==> src/rtl/ac97_pkg.sv <==
// ac97_pkg: shared AC97 register addresses, idle command and arbiter state encoding
package ac97_pkg;
  localparam logic [7:0] CMD_IDLE_ADDR = 8'h80;
  localparam logic [7:0] REG_MASTER_VOL = 8'h02;
  localparam logic [7:0] REG_AUX_VOL = 8'h04;
  localparam logic [7:0] REG_PCM_VOL = 8'h18;
  localparam logic [7:0] REG_REC_SEL = 8'h1A;
  localparam logic [7:0] REG_REC_GAIN = 8'h1C;
  typedef enum logic {IDLE = 1'b0, HOLD = 1'b1} arb_state_t;
  function automatic logic [7:0] onehot8(input logic [2:0] i);
    return 8'(1) << i;
  endfunction
endpackage

==> src/rtl/ac97_cmd_arbiter_if.sv <==
// ac97_cmd_arbiter_if: requester, frame-strobe and command-slot signals of the arbiter
interface ac97_cmd_arbiter_if #(parameter int NUM_REQ = 4);
  logic ready;
  logic [NUM_REQ-1:0] req;
  logic [8*NUM_REQ-1:0] req_addr;
  logic [16*NUM_REQ-1:0] req_data;
  logic [NUM_REQ-1:0] grant;
  logic [NUM_REQ-1:0] done;
  logic [7:0] command_address;
  logic [15:0] command_data;
  logic command_valid;
  logic busy;
  modport master (
    output ready, req, req_addr, req_data,
    input grant, done, command_address, command_data, command_valid, busy
  );
  modport slave (
    input ready, req, req_addr, req_data,
    output grant, done, command_address, command_data, command_valid, busy
  );
endinterface

==> src/rtl/ready_edge_sync.sv <==
// ready_edge_sync: synchronizes the AC97 ready strobe and flags its rising edge
module ready_edge_sync (
  input  logic clock_27mhz,
  input  logic reset,
  input  logic i_ready,
  output logic o_edge
);
  logic [2:0] r_sync;
  logic [1:0] r_fill;
  logic r_armed;
  // shift ready through the synchronizer; arm only once a genuine low has been sampled,
  // so a strobe already high at reset release does not count as an edge
  always_ff @(posedge clock_27mhz) begin
    if (reset) begin
      r_sync <= '0;
      r_fill <= '0;
      r_armed <= 1'b0;
    end else begin
      r_sync <= {r_sync[1:0], i_ready};
      r_fill <= {r_fill[0], 1'b1};
      r_armed <= r_armed | (r_fill[1] & ~r_sync[1]);
    end
  end
  assign o_edge = r_sync[1] & ~r_sync[2] & r_armed;
endmodule

==> src/rtl/ac97_cmd_arbiter.sv <==
// ac97_cmd_arbiter: round-robin sharing of the AC97 command slot, one command per frame
module ac97_cmd_arbiter import ac97_pkg::*; #(
  parameter int NUM_REQ = 4,
  parameter logic [7:0] IDLE_ADDR = CMD_IDLE_ADDR
) (
  input logic clock_27mhz,
  input logic reset,
  ac97_cmd_arbiter_if.slave bus
);
  localparam int IW = (NUM_REQ > 1) ? $clog2(NUM_REQ) : 1;
  logic w_frame_edge;
  logic w_found;
  logic [IW-1:0] w_win;
  logic [IW-1:0] w_idx;
  logic [7:0] w_addr [NUM_REQ];
  logic [15:0] w_data [NUM_REQ];
  arb_state_t r_state;
  logic [IW-1:0] r_last;
  logic [NUM_REQ-1:0] r_grant;
  logic [NUM_REQ-1:0] r_done;
  logic [7:0] r_addr;
  logic [15:0] r_data;
  logic r_valid;

  ready_edge_sync u_sync (
    .clock_27mhz(clock_27mhz),
    .reset(reset),
    .i_ready(bus.ready),
    .o_edge(w_frame_edge)
  );

  for (genvar i = 0; i < NUM_REQ; i++) begin : g_slice
    assign w_addr[i] = bus.req_addr[8*i +: 8];
    assign w_data[i] = bus.req_data[16*i +: 16];
  end

  // rotate the search origin to just past the last winner; the nearest requester wins
  always_comb begin
    w_found = 1'b0;
    w_win = '0;
    w_idx = '0;
    for (int k = NUM_REQ - 1; k >= 0; k--) begin
      w_idx = IW'((int'(r_last) + 1 + k) % NUM_REQ);
      if (bus.req[w_idx]) begin
        w_found = 1'b1;
        w_win = w_idx;
      end
    end
  end

  // command slot only changes right after a frame edge: retire the held command, then reload
  always_ff @(posedge clock_27mhz) begin
    if (reset) begin
      r_state <= IDLE;
      r_last <= IW'(NUM_REQ - 1);
      r_grant <= '0;
      r_done <= '0;
      r_addr <= IDLE_ADDR;
      r_data <= '0;
      r_valid <= 1'b0;
    end else begin
      r_grant <= '0;
      r_done <= '0;
      if (w_frame_edge) begin
        if (r_state == HOLD) r_done <= NUM_REQ'(onehot8(3'(r_last)));
        if (w_found) begin
          r_grant <= NUM_REQ'(onehot8(3'(w_win)));
          r_addr <= w_addr[w_win];
          r_data <= w_data[w_win];
          r_valid <= 1'b1;
          r_last <= w_win;
          r_state <= HOLD;
        end else begin
          r_addr <= IDLE_ADDR;
          r_data <= '0;
          r_valid <= 1'b0;
          r_state <= IDLE;
        end
      end
    end
  end

  assign bus.grant = r_grant;
  assign bus.done = r_done;
  assign bus.command_address = r_addr;
  assign bus.command_data = r_data;
  assign bus.command_valid = r_valid;
  assign bus.busy = (r_state == HOLD);
endmodule

==> src/flat_wrapper.sv <==
// flat-port wrapper written by rule: the top's interface ports become plain ports
module ac97_cmd_arbiter_flat import ac97_pkg::*;
#(
  parameter int NUM_REQ = 4,
  parameter logic [7:0] IDLE_ADDR = CMD_IDLE_ADDR
)
  (clock_27mhz, reset, bus_ready, bus_req, bus_req_addr, bus_req_data, bus_grant, bus_done, bus_command_address, bus_command_data, bus_command_valid, bus_busy);
  ac97_cmd_arbiter_if #(.NUM_REQ(NUM_REQ)) bus_i ();
  input logic clock_27mhz;
  input logic reset;
  input wire logic [$bits(bus_i.ready)-1:0] bus_ready;
  input wire logic [$bits(bus_i.req)-1:0] bus_req;
  input wire logic [$bits(bus_i.req_addr)-1:0] bus_req_addr;
  input wire logic [$bits(bus_i.req_data)-1:0] bus_req_data;
  output wire logic [$bits(bus_i.grant)-1:0] bus_grant;
  output wire logic [$bits(bus_i.done)-1:0] bus_done;
  output wire logic [$bits(bus_i.command_address)-1:0] bus_command_address;
  output wire logic [$bits(bus_i.command_data)-1:0] bus_command_data;
  output wire logic [$bits(bus_i.command_valid)-1:0] bus_command_valid;
  output wire logic [$bits(bus_i.busy)-1:0] bus_busy;
  assign bus_i.ready = bus_ready;
  assign bus_i.req = bus_req;
  assign bus_i.req_addr = bus_req_addr;
  assign bus_i.req_data = bus_req_data;
  assign bus_grant = bus_i.grant;
  assign bus_done = bus_i.done;
  assign bus_command_address = bus_i.command_address;
  assign bus_command_data = bus_i.command_data;
  assign bus_command_valid = bus_i.command_valid;
  assign bus_busy = bus_i.busy;
  ac97_cmd_arbiter #(.NUM_REQ(NUM_REQ), .IDLE_ADDR(IDLE_ADDR)) u_core (.clock_27mhz(clock_27mhz), .reset(reset), .bus(bus_i));
endmodule
==> config.mk <==
export PLATFORM = sky130hd
export DESIGN_NAME = ac97_cmd_arbiter_flat
export DESIGN_NICKNAME = d
export VERILOG_FILES = /design/src/rtl/ac97_pkg.sv /design/src/rtl/ac97_cmd_arbiter_if.sv /design/src/rtl/ready_edge_sync.sv /design/src/rtl/ac97_cmd_arbiter.sv /design/src/flat_wrapper.sv
export SDC_FILE = /design/constraint.sdc
export NUM_CORES = 1
export LEC_CHECK = 0
export BUFFER_PORTS_ARGS = -buffer_cell sky130_fd_sc_hd__buf_2
export CAP_MARGIN = 20
export CORE_UTILIZATION = 33
export CTS_CLUSTER_SIZE = 12
export DETAILED_ROUTE_END_ITERATION = 16
export GPL_TIMING_DRIVEN = 0
export HOLD_SLACK_MARGIN = 0.08
export PLACE_DENSITY = 0.65
export SYNTH_ARGS = -nofsm -noshare
export SYNTH_HDL_FRONTEND = slang
export SYNTH_SLANG_ARGS = --single-unit
==> constraint.sdc <==
create_clock -name clock_27mhz -period 4.35 [get_ports clock_27mhz]
set_clock_uncertainty 0.1 [all_clocks]
set_input_delay 0.435 -clock clock_27mhz [delete_from_list [all_inputs] [get_ports clock_27mhz]]
set_output_delay 0.435 -clock clock_27mhz [all_outputs]
set_load 0.05 [all_outputs]
==> results of run 1 <==
cell type report:
cell class,count,area (sq um),area share (%)
Multi-Input combinational cell,206,1152,38.93
Sequential cell,41,820.8,27.73
Timing Repair Buffer,135,675.6,22.82
Tap cell,75,93.84,3.170
Buffer,19,86.33,2.916
Clock buffer,6,82.58,2.790
Clock inverter,2,37.54,1.268
Inverter,3,11.26,0.3804
registers in the layout, indices dropped and copies added (netlist names):
name and cells:
u_core.r_last 2, u_core.bus.command_valid 1, u_core.u_sync.r_fill 2, u_core.u_sync.r_sync 3, u_core.bus.command_address 8, u_core.bus.command_data 16, u_core.bus.grant 4, u_core.bus.done 4
u_core.u_sync.r_armed 1
cells by family after synthesis:
| group | count (synthesis) |
|---|---|
| compound gates | 68 |
| mux | 15 |
| buf+inv | 22 |
| flops | 41 |
| simple gates | 123 |
per-stage QoR:
| stage | cells | hold slack (ns) | setup WS (ns) |
|---|---|---|---|
| after CTS | 487 | 0.2375 | 1.834 |
| after global placement | 479 | 0.3186 | 1.794 |
| final | 487 | 0.2434 | 1.846 |
| after detailed placement | 479 | 0.3234 | 1.757 |
| after floorplan | 269 | 0.3138 | 2.175 |
| after global routing | 487 | 0.2729 | 1.625 |
power by group:
group | leakage, nW | internal (mW) | switching (mW) | total (mW)
Combinational | 1.19 | 0.0598 | 0.0776 | 0.137
Clock | 0.0574 | 0.187 | 0.142 | 0.329
Sequential | 0.332 | 0.381 | 0.00337 | 0.385
routing by layer:
layer	track usage, %	routed length, um
met5	0	0
met4	4.286	53
met3	4.270	324
met2	33.61	3168
met1	25.17	2809
critical path, delay by kind of cell (launching register included):
family / cells / cell delay (ns)
flops: 1 / 0.45
simple gates: 1 / 0.21
compound gates: 4 / 1.27
buf+inv: 1 / 0.37
placed cells by master (no fill, tap or decap), types with 2 or more instances in the layout:
cell	n
buf_2	138
nand2_1	78
dfxtp_1	41
a21oi_1	34
a211o_1	16
nand3_1	14
clkbuf_1	13
nor2_1	12
o211ai_1	9
mux2i_1	8
mux2_2	7
clkbuf_8	6
nand2b_1	4
inv_1	3
nor2b_1	3
nor3_1	3
and3_1	3
a221oi_1	2
and2_1	2
a211oi_1	2
worst max-delay path by stage:
stage	from	depth (start not counted)	slack, ns	to
finish	u_core.r_last[0]$_SDFFE_PP1P_	6	1.85	u_core.bus.command_data[15]$_SDFFE_PP0P_
global route	u_core.r_last[0]$_SDFFE_PP1P_	6	1.62	u_core.bus.command_data[1]$_SDFFE_PP0P_
CTS	u_core.r_last[0]$_SDFFE_PP1P_	6	1.83	u_core.bus.command_data[15]$_SDFFE_PP0P_
detailed placement	bus_req[2]	7	1.76	u_core.bus.command_data[15]$_SDFFE_PP0P_
global placement	bus_req[2]	7	1.79	u_core.bus.command_data[13]$_SDFFE_PP0P_
floorplan	reset	7	2.18	u_core.bus.command_data[10]$_SDFFE_PP0P_
==> impl_summary.log, run 1 <==
[metrics] vias in the first global route: 2055
[metrics] static leakage power: 1.576 nW
[metrics] launching element type of the critical path: flop
[metrics] capturing element type of the critical path: flop
[metrics] worst path arrival time: 2.59 ns
[metrics] routability cong.: ~0.71
[metrics] post-synthesis share of cell area spent on xor and xnor gates: 0%
[metrics] Reg clk slew, reported paths: approximately 0.090 ns
[metrics] final cycle utilization of the critical path: 57.56%
[metrics] Post-synth EDFFs: 0
[metrics] buffers inserted during post-CTS setup optimization: 0
[metrics] Final Hold Vio Count: 0
[metrics] number of clock buffers inserted by TritonCTS: 5
[metrics] share of the synthesized area in the top cell type: approximately two fifths
[metrics] worst hold path type: input port to flop
[metrics] number of antenna repair diodes: 0
[metrics] depth of the worst hold-timing path: 2
[metrics] RR Startpoint: u_core.r_last[0]$_SDFFE_PP1P_
[metrics] delay of the slowest critical-path stage: 0.79 ns
[metrics] FFs w/ async S/R, synth: 0%
[metrics] post-synthesis average cell area: 7.698 sq um
[metrics] detailed-routing iteration count for the pre-antenna-repair pass: 4
[metrics] initial antenna violation count: 0
[metrics] wire per inst: 13.05 um
[metrics] number of H-tree branching levels: 2
[metrics] Worst Max-Slew Pin Slew: 0.9224 ns
[metrics] wire length of the first global-routing pass: 9.929 mm
[metrics] placeable core region: 0.005991 sq mm
[metrics] Resized Gates After CTS: 0
[metrics] CTS sink cnt: 41
[metrics] DRC violations left: 0
[metrics] via count: between 2000 and 2500
[metrics] maximum resistive drop on vdd: 169.9 uV
[metrics] category of the most critical setup path: flop to flop
[metrics] cell row count: 28
[metrics] die area: about 0.0066 sq mm
[metrics] total track usage: 19.66%
[metrics] final design area excluding fillers: 0.002960 sq mm
[metrics] worst max-slew margin expressed relative to the limit: 37.98%
[metrics] clock latency of the later-clocked register in the worst-skew pair: 0.29 ns
[metrics] Max Transition Viols Final: 0
[metrics] Max Fanout on Critical Path: 10
[metrics] proportion of synthesized area in mux cells: 7.674%
[metrics] worst min-delay path endpoint: u_core.u_sync.r_sync[0]$_SDFF_PP0_
[metrics] top cell types by occurrence after synthesis: 78 x nand2_1, 41 x dfxtp_1, 34 x a21oi_1
[metrics] number of distinct standard cells referenced by the synthesized netlist: 31
[metrics] syn_nets: 372
[metrics] critical-path cell list: nand2b_1 -> a21boi_1 -> o31ai_1 -> buf_2 -> a21oi_1 -> a211o_1
[metrics] outcome: completed
[metrics] max frequency: 0.3994 GHz
[metrics] Layout area overhead: 42.96%
[metrics] Synth Area in Adders: 0%
[metrics] register-to-register setup slack: 1.85 ns
[metrics] # nets final: between 500 and 600
[metrics] fill cell count: 623
[metrics] die height: 81.22 um
[metrics] total power density per cell area: 287.5 mW/mm^2
[metrics] synthesized flop and latch total: 41
[metrics] capturing point of the worst reg2reg path: u_core.bus.command_data[15]$_SDFFE_PP0P_
[metrics] cell type with the largest total area after synthesis: dfxtp_1
[metrics] flip-flop cell with the highest count after synthesis: dfxtp_1
[metrics] final standard cell utilization of the core: 49.42%
[metrics] clock tree from TritonCTS: done
[metrics] CTS Hold Buffers Added: 0
[metrics] most frequent cell after synthesis: nand2_1
[metrics] layout cells sized above 1: 37.86%
[metrics] maximum number of pins on one net before global-route repair: 14
[metrics] hpwl dp: between 5 and 6 mm
[metrics] DR iter-0 viols: 109
[metrics] Buffers on Ports: 135
[metrics] post-detailed-route via-to-cell ratio: around 5
[metrics] Power, Total: 0.8510 mW
[metrics] initial core utilization: 34.57%
[metrics] main area contributors after synthesis: dfxtp_1 40%, nand2_1 14%, a21oi_1 8.2%, a211o_1 6.8%, mux2i_1 3.9%
[metrics] number of top-level design ports: 137
[metrics] Bufs on Longest Clock Path: 2
[metrics] post-synthesis instance total: about 270
[metrics] synthesized-area fraction occupied by ao, oa, aoi and oai cells: 21.81%
[metrics] setup repair after global routing missed its margin: no
[metrics] worst path required time: ~4.4 ns
[metrics] horizontal die dimension: 81.22 um
[metrics] post-synthesis cell area: 0.002071 sq mm
[metrics] Post-Route Setup TNS: 0 ns
[metrics] routed wire length: 6.356 mm
[metrics] Setup violations, final: 0
[metrics] startpoint of the worst hold path: bus_ready
[metrics] root buffer selected by CTS: clkbuf_8
[metrics] remaining global-route overflow: 0
[metrics] reported max-cap violation count: 0
[metrics] antenna violation net count after detailed routing: 0
[metrics] slowest stage cell on the critical path: o31ai_1
[metrics] cell area after placement: 0.002840 sq mm
[metrics] clock period minus final worst setup slack: 2.504 ns
[metrics] simple-gate portion of the synthesized area: 26.16%
[metrics] length in cells of the worst reg-to-reg path: 6
[metrics] Synth warnings: 0
[metrics] largest family of logic cells by synthesized area: simple AND/OR/NAND/NOR gates
[metrics] proportion of synthesized chip area in sequential cells: 39.64%
Power figures use the tool's default switching activity.
==> run 2: changes to the inputs <==
--- a/config.mk
+++ b/config.mk
@@ -5,6 +5,7 @@
 export SDC_FILE = /design/constraint.sdc
 export NUM_CORES = 1
 export LEC_CHECK = 0
+export ABC_AREA = 1
 export BUFFER_PORTS_ARGS = -buffer_cell sky130_fd_sc_hd__buf_2
 export CAP_MARGIN = 20
 export CORE_UTILIZATION = 33
@@ -12,7 +13,6 @@
 export DETAILED_ROUTE_END_ITERATION = 16
 export GPL_TIMING_DRIVEN = 0
 export HOLD_SLACK_MARGIN = 0.08
-export PLACE_DENSITY = 0.65
 export SYNTH_ARGS = -nofsm -noshare
 export SYNTH_HDL_FRONTEND = slang
 export SYNTH_SLANG_ARGS = --single-unit
==> constraint.sdc (replaced) <==
create_clock -name clock_27mhz -period 2 [get_ports clock_27mhz]
set_clock_uncertainty 0.1 [all_clocks]
set_input_delay 0.2 -clock clock_27mhz [delete_from_list [all_inputs] [get_ports clock_27mhz]]
set_output_delay 0.2 -clock clock_27mhz [all_outputs]
set_load 0.05 [all_outputs]
==> run 2 against run 1 <==
  * Global-route usage fell by 0.13 points
  * Register-to-register slack got worse by 1.8 ns
  * Synthesized cell count rose by 55%
  * Hold slack got worse by 0.16 ns
  * Clock power rose by 150%
  * Area after synthesis increased by 23%
  * Power grew to 2.7 times the previous value
  * Combinational power grew to 4.9 times the previous value
  * Fmax is 30% higher
  * Highest routed layer unchanged
==> impl_summary.log, run 2 <==
[metrics] Bufs on Longest Clock Path: 2
[metrics] wire per inst: 11.89 um
[metrics] RR Startpoint: u_core.r_last[0]$_SDFFE_PP1P_
[metrics] proportion of synthesized area in mux cells: 0%
[metrics] FFs w/ async S/R, synth: 0%
[metrics] most frequent cells in the layout: 137 x buf_2, 123 x nand2_1, 65 x nand3_1
[metrics] CTS sink cnt: 41
[metrics] total net switching power: 0.6916 mW
[metrics] design internal power: between 1.5 and 2 mW
[metrics] register-to-register setup slack: 0.07 ns
[metrics] # nets final: slightly below 700
[metrics] capturing element type of the critical path: flop
[metrics] wire length of the first global-routing pass: 12.82 mm
[metrics] clock period minus final worst setup slack: 1.931 ns
[metrics] remaining global-route overflow: 0
[metrics] horizontal die dimension: 89.78 um
[metrics] Post-Route Setup TNS: 0 ns
[metrics] worst path arrival time: 2.03 ns
[metrics] maximum resistive drop on vdd: 384.9 uV
[metrics] Placed Cells: 650
[metrics] Final Hold Vio Count: 0
[metrics] most frequent cell after synthesis: nand2_1
[metrics] flip-flop count of the largest register, all copies and words added: 16
[metrics] synthesized-area fraction occupied by ao, oa, aoi and oai cells: between 8 and 9%
[metrics] post-detailed-route via-to-cell ratio: roughly 4.6
[metrics] number of distinct standard cells referenced by the synthesized netlist: 24
[metrics] setup repair after global routing missed its margin: yes
[metrics] main area contributors after synthesis: dfxtp_1 32%, nand2_1 20%, nand3_1 14%, inv_1 9.7%, a21oi_1 3.7%
[metrics] launching element type of the critical path: flop
[metrics] simple-gate portion of the synthesized area: 42.13%
[metrics] cell type with the largest total area after synthesis: dfxtp_1
[metrics] post-synthesis share of cell area spent on xor and xnor gates: 0%
[metrics] Layout area overhead: 50.10%
[metrics] Synth Area in Adders: 0%
[metrics] share of power burned in the clock network: between 30% and 40%
[metrics] worst hold path type: input port to flop
[metrics] reported max-cap violation count: 0
[metrics] power share of the combinational group: ~29%
[metrics] worst min-delay path endpoint: u_core.bus.command_data[15]$_SDFFE_PP0P_
[metrics] worst path required time: 2.10 ns
[metrics] critical-path cell list: buf_8 -> nor2_4 -> nor2_4 -> nand2_2 -> nand2_2 -> nand2_2 -> nand2_2 -> nand2_4 -> nand2_8 -> buf_12 -> buf_12 -> o21ai_1 -> nand2_1 -> nand2_1 -> nand2_1
[metrics] die height: 89.78 um
[metrics] length in cells of the worst reg-to-reg path: 15
[metrics] Max Fanout on Critical Path: 7
[metrics] flip-flop cell with the highest count after synthesis: dfxtp_1
[metrics] vias in the first global route: 2870
[metrics] depth of the worst hold-timing path: 5
[metrics] detailed-routing iteration count for the pre-antenna-repair pass: 4
[metrics] max frequency: 0.5180 GHz
[metrics] capturing point of the worst reg2reg path: u_core.bus.command_data[5]$_SDFFE_PP0P_
[metrics] number of antenna repair diodes: 0
[metrics] Buffers on Ports: between 100 and 150
[metrics] root buffer selected by CTS: clkbuf_8
[metrics] share of the synthesized area in the top cell type: about 32%
[metrics] routability cong.: 0.7770
[metrics] cell row count: 31
[metrics] Synth warnings: 0
[metrics] Worst Max-Slew Pin Slew: 0.5196 ns
[metrics] slowest stage cell on the critical path: dfxtp_4
[metrics] Sw Ratio: 29.80%
[metrics] syn_nets: 519
[metrics] DRC violations left: 0
[metrics] Max Transition Viols Final: 0
[metrics] post-synthesis cell area: 0.002542 sq mm
[metrics] number of H-tree branching levels: 2
[metrics] Setup violations, final: 0
[metrics] synthesized flop and latch total: 41
[metrics] power share of the sequential group: a little over a third
[metrics] die area: roughly 0.0081 sq mm
[metrics] hpwl dp: about 5.8 mm
[metrics] number of clock buffers inserted by TritonCTS: 5
[metrics] startpoint of the worst hold path: bus_req_data[31]
[metrics] initial antenna violation count: 0
[metrics] static leakage power: ~2.2 nW
[metrics] most common library cell in the layout ignoring fill and taps: buf_2
[metrics] antenna violation net count after detailed routing: 0
[metrics] Reg clk slew, reported paths: 0.09 ns
[metrics] outcome: completed
[metrics] DR iter-0 viols: 90
[metrics] initial core utilization: a little over a third
[metrics] clock tree from TritonCTS: done
[metrics] delay of the slowest critical-path stage: roughly 0.37 ns
[metrics] layout cells sized above 1: roughly two fifths
[metrics] total power density per cell area: just over 600 mW/mm^2
[metrics] placeable core region: 0.007331 sq mm
[metrics] final cycle utilization of the critical path: 96.53%
[metrics] category of the most critical setup path: flop to flop
[metrics] library cell appearing most often on the critical path: nand2_2
[metrics] top cell types by occurrence after synthesis: 138 x nand2_1, 72 x nand3_1, 66 x inv_1
[metrics] maximum number of pins on one net before global-route repair: 15
[metrics] clock latency of the later-clocked register in the worst-skew pair: 0.30 ns
[metrics] proportion of synthesized chip area in sequential cells: 32.28%
[metrics] via count: 3056
[metrics] post-synthesis average cell area: 6.112 sq um
[metrics] Post-synth EDFFs: 0
[metrics] largest family of logic cells by synthesized area: simple AND/OR/NAND/NOR gates
[metrics] post-synthesis instance total: 416
[metrics] worst max-slew margin expressed relative to the limit: 65.36%
[metrics] number of top-level design ports: 137
[metrics] Final Instance Count excl. Fillers: 670
[metrics] total track usage: 19.53%
[metrics] routed wire length: 7.967 mm
==> run 2: final cells by class <==
cell class | count | area, sq um
plain buffers | 22 | 216.5
clock buffers | 5 | 68.82
multi-input cells | 280 | 1424
flip-flops and latches | 41 | 828.3
fillers | 754 | 3515
repair buffers | 147 | 807.0
clock inverters | 3 | 68.82
inverters | 73 | 279.0
well taps | 99 | 123.9
==> run 2: worst max-delay path, delay by kind of cell (launching register included) <==
| family | cells | cell delay (ns) |
|---|---|---|
| DFF | 1 | 0.37 |
| buffers and inverters | 3 | 0.43 |
| AOI/OAI and AO/OA | 1 | 0.11 |
| and+or+nand+nor | 11 | 0.81 |
==> run 2: kinds of logic (layout without fill, tap and decap cells) <==
| family | count (synthesis) | in the layout |
|---|---|---|
| flops | 41 | 41 |
| compound gates | 38 | 38 |
| buf+inv | 95 | 250 |
| simple gates | 242 | 242 |
==> run 2: worst max path at each step <==
stage | slack (ns) | end | from
after floorplan | 0.22 | u_core.bus.command_data[15]$_SDFFE_PP0P_ | u_core.r_last[0]$_SDFFE_PP1P_
after global placement | -0.13 | u_core.r_last[0]$_SDFFE_PP1P_ | u_core.u_sync.r_sync[1]$_SDFF_PP0_
after detailed placement | -0.1 | u_core.bus.command_data[14]$_SDFFE_PP0P_ | u_core.u_sync.r_sync[1]$_SDFF_PP0_
after CTS | 0.03 | u_core.bus.command_data[14]$_SDFFE_PP0P_ | u_core.r_last[0]$_SDFFE_PP1P_
after global routing | -0.06 | u_core.bus.command_address[7]$_SDFFE_PP1P_ | u_core.r_last[0]$_SDFFE_PP1P_
final | 0.07 | u_core.bus.command_data[5]$_SDFFE_PP0P_ | u_core.r_last[0]$_SDFFE_PP1P_
==> run 2: layer usage <==
layer / global-route usage (%) / share of wire (%) / wire length [um] / up-vias
li1: - / - / - / 1598
met1: 23.02 / 44 / 3517 / 1345
met2: 35.19 / 48 / 3841 / 106
met3: 3.807 / 6.4 / 510 / 7
met4: 6.557 / 1.2 / 98 / 0
met5: 0 / 0 / 0 / -
==> run 2: power by group through the flow <==
stage / logic, mW / registers [mW] / clock network (mW)
after floorplan: 0.345 / 0.880 / 0
after global placement: 0.561 / 0.855 / 0
after detailed placement: 0.565 / 0.855 / 0
after CTS: 0.584 / 0.836 / 0.834
after global routing: 0.743 / 0.836 / 0.867
final: 0.669 / 0.834 / 0.818
==> run 2: metrics by stage <==
step           worst slack, ns  total power [mW]  utilization, %  area, sq um  hold slack (ns)
4_1_cts                0.03016             2.254           48.28         3540          0.09248
3_5_place_dp          -0.09828             1.420           45.59         3342           0.3006
6_report               0.06939             2.321           52.06         3816          0.08611
3_3_place_gp           -0.1329             1.416           45.59         3342           0.2888
5_1_grt               -0.06136             2.446           52.06         3816           0.1212
2_1_floorplan           0.2206             1.225               -         2542           0.2070
==> run 2: what timing repair did <==
item,4_1_cts,5_1_grt
buffers inserted,3,5
endpoints found under the setup margin,28,28
hold endpoints to repair,1,0
resized for setup,9,52
hold buffers,1,0
gates cloned,0,3
pin swaps,2,9
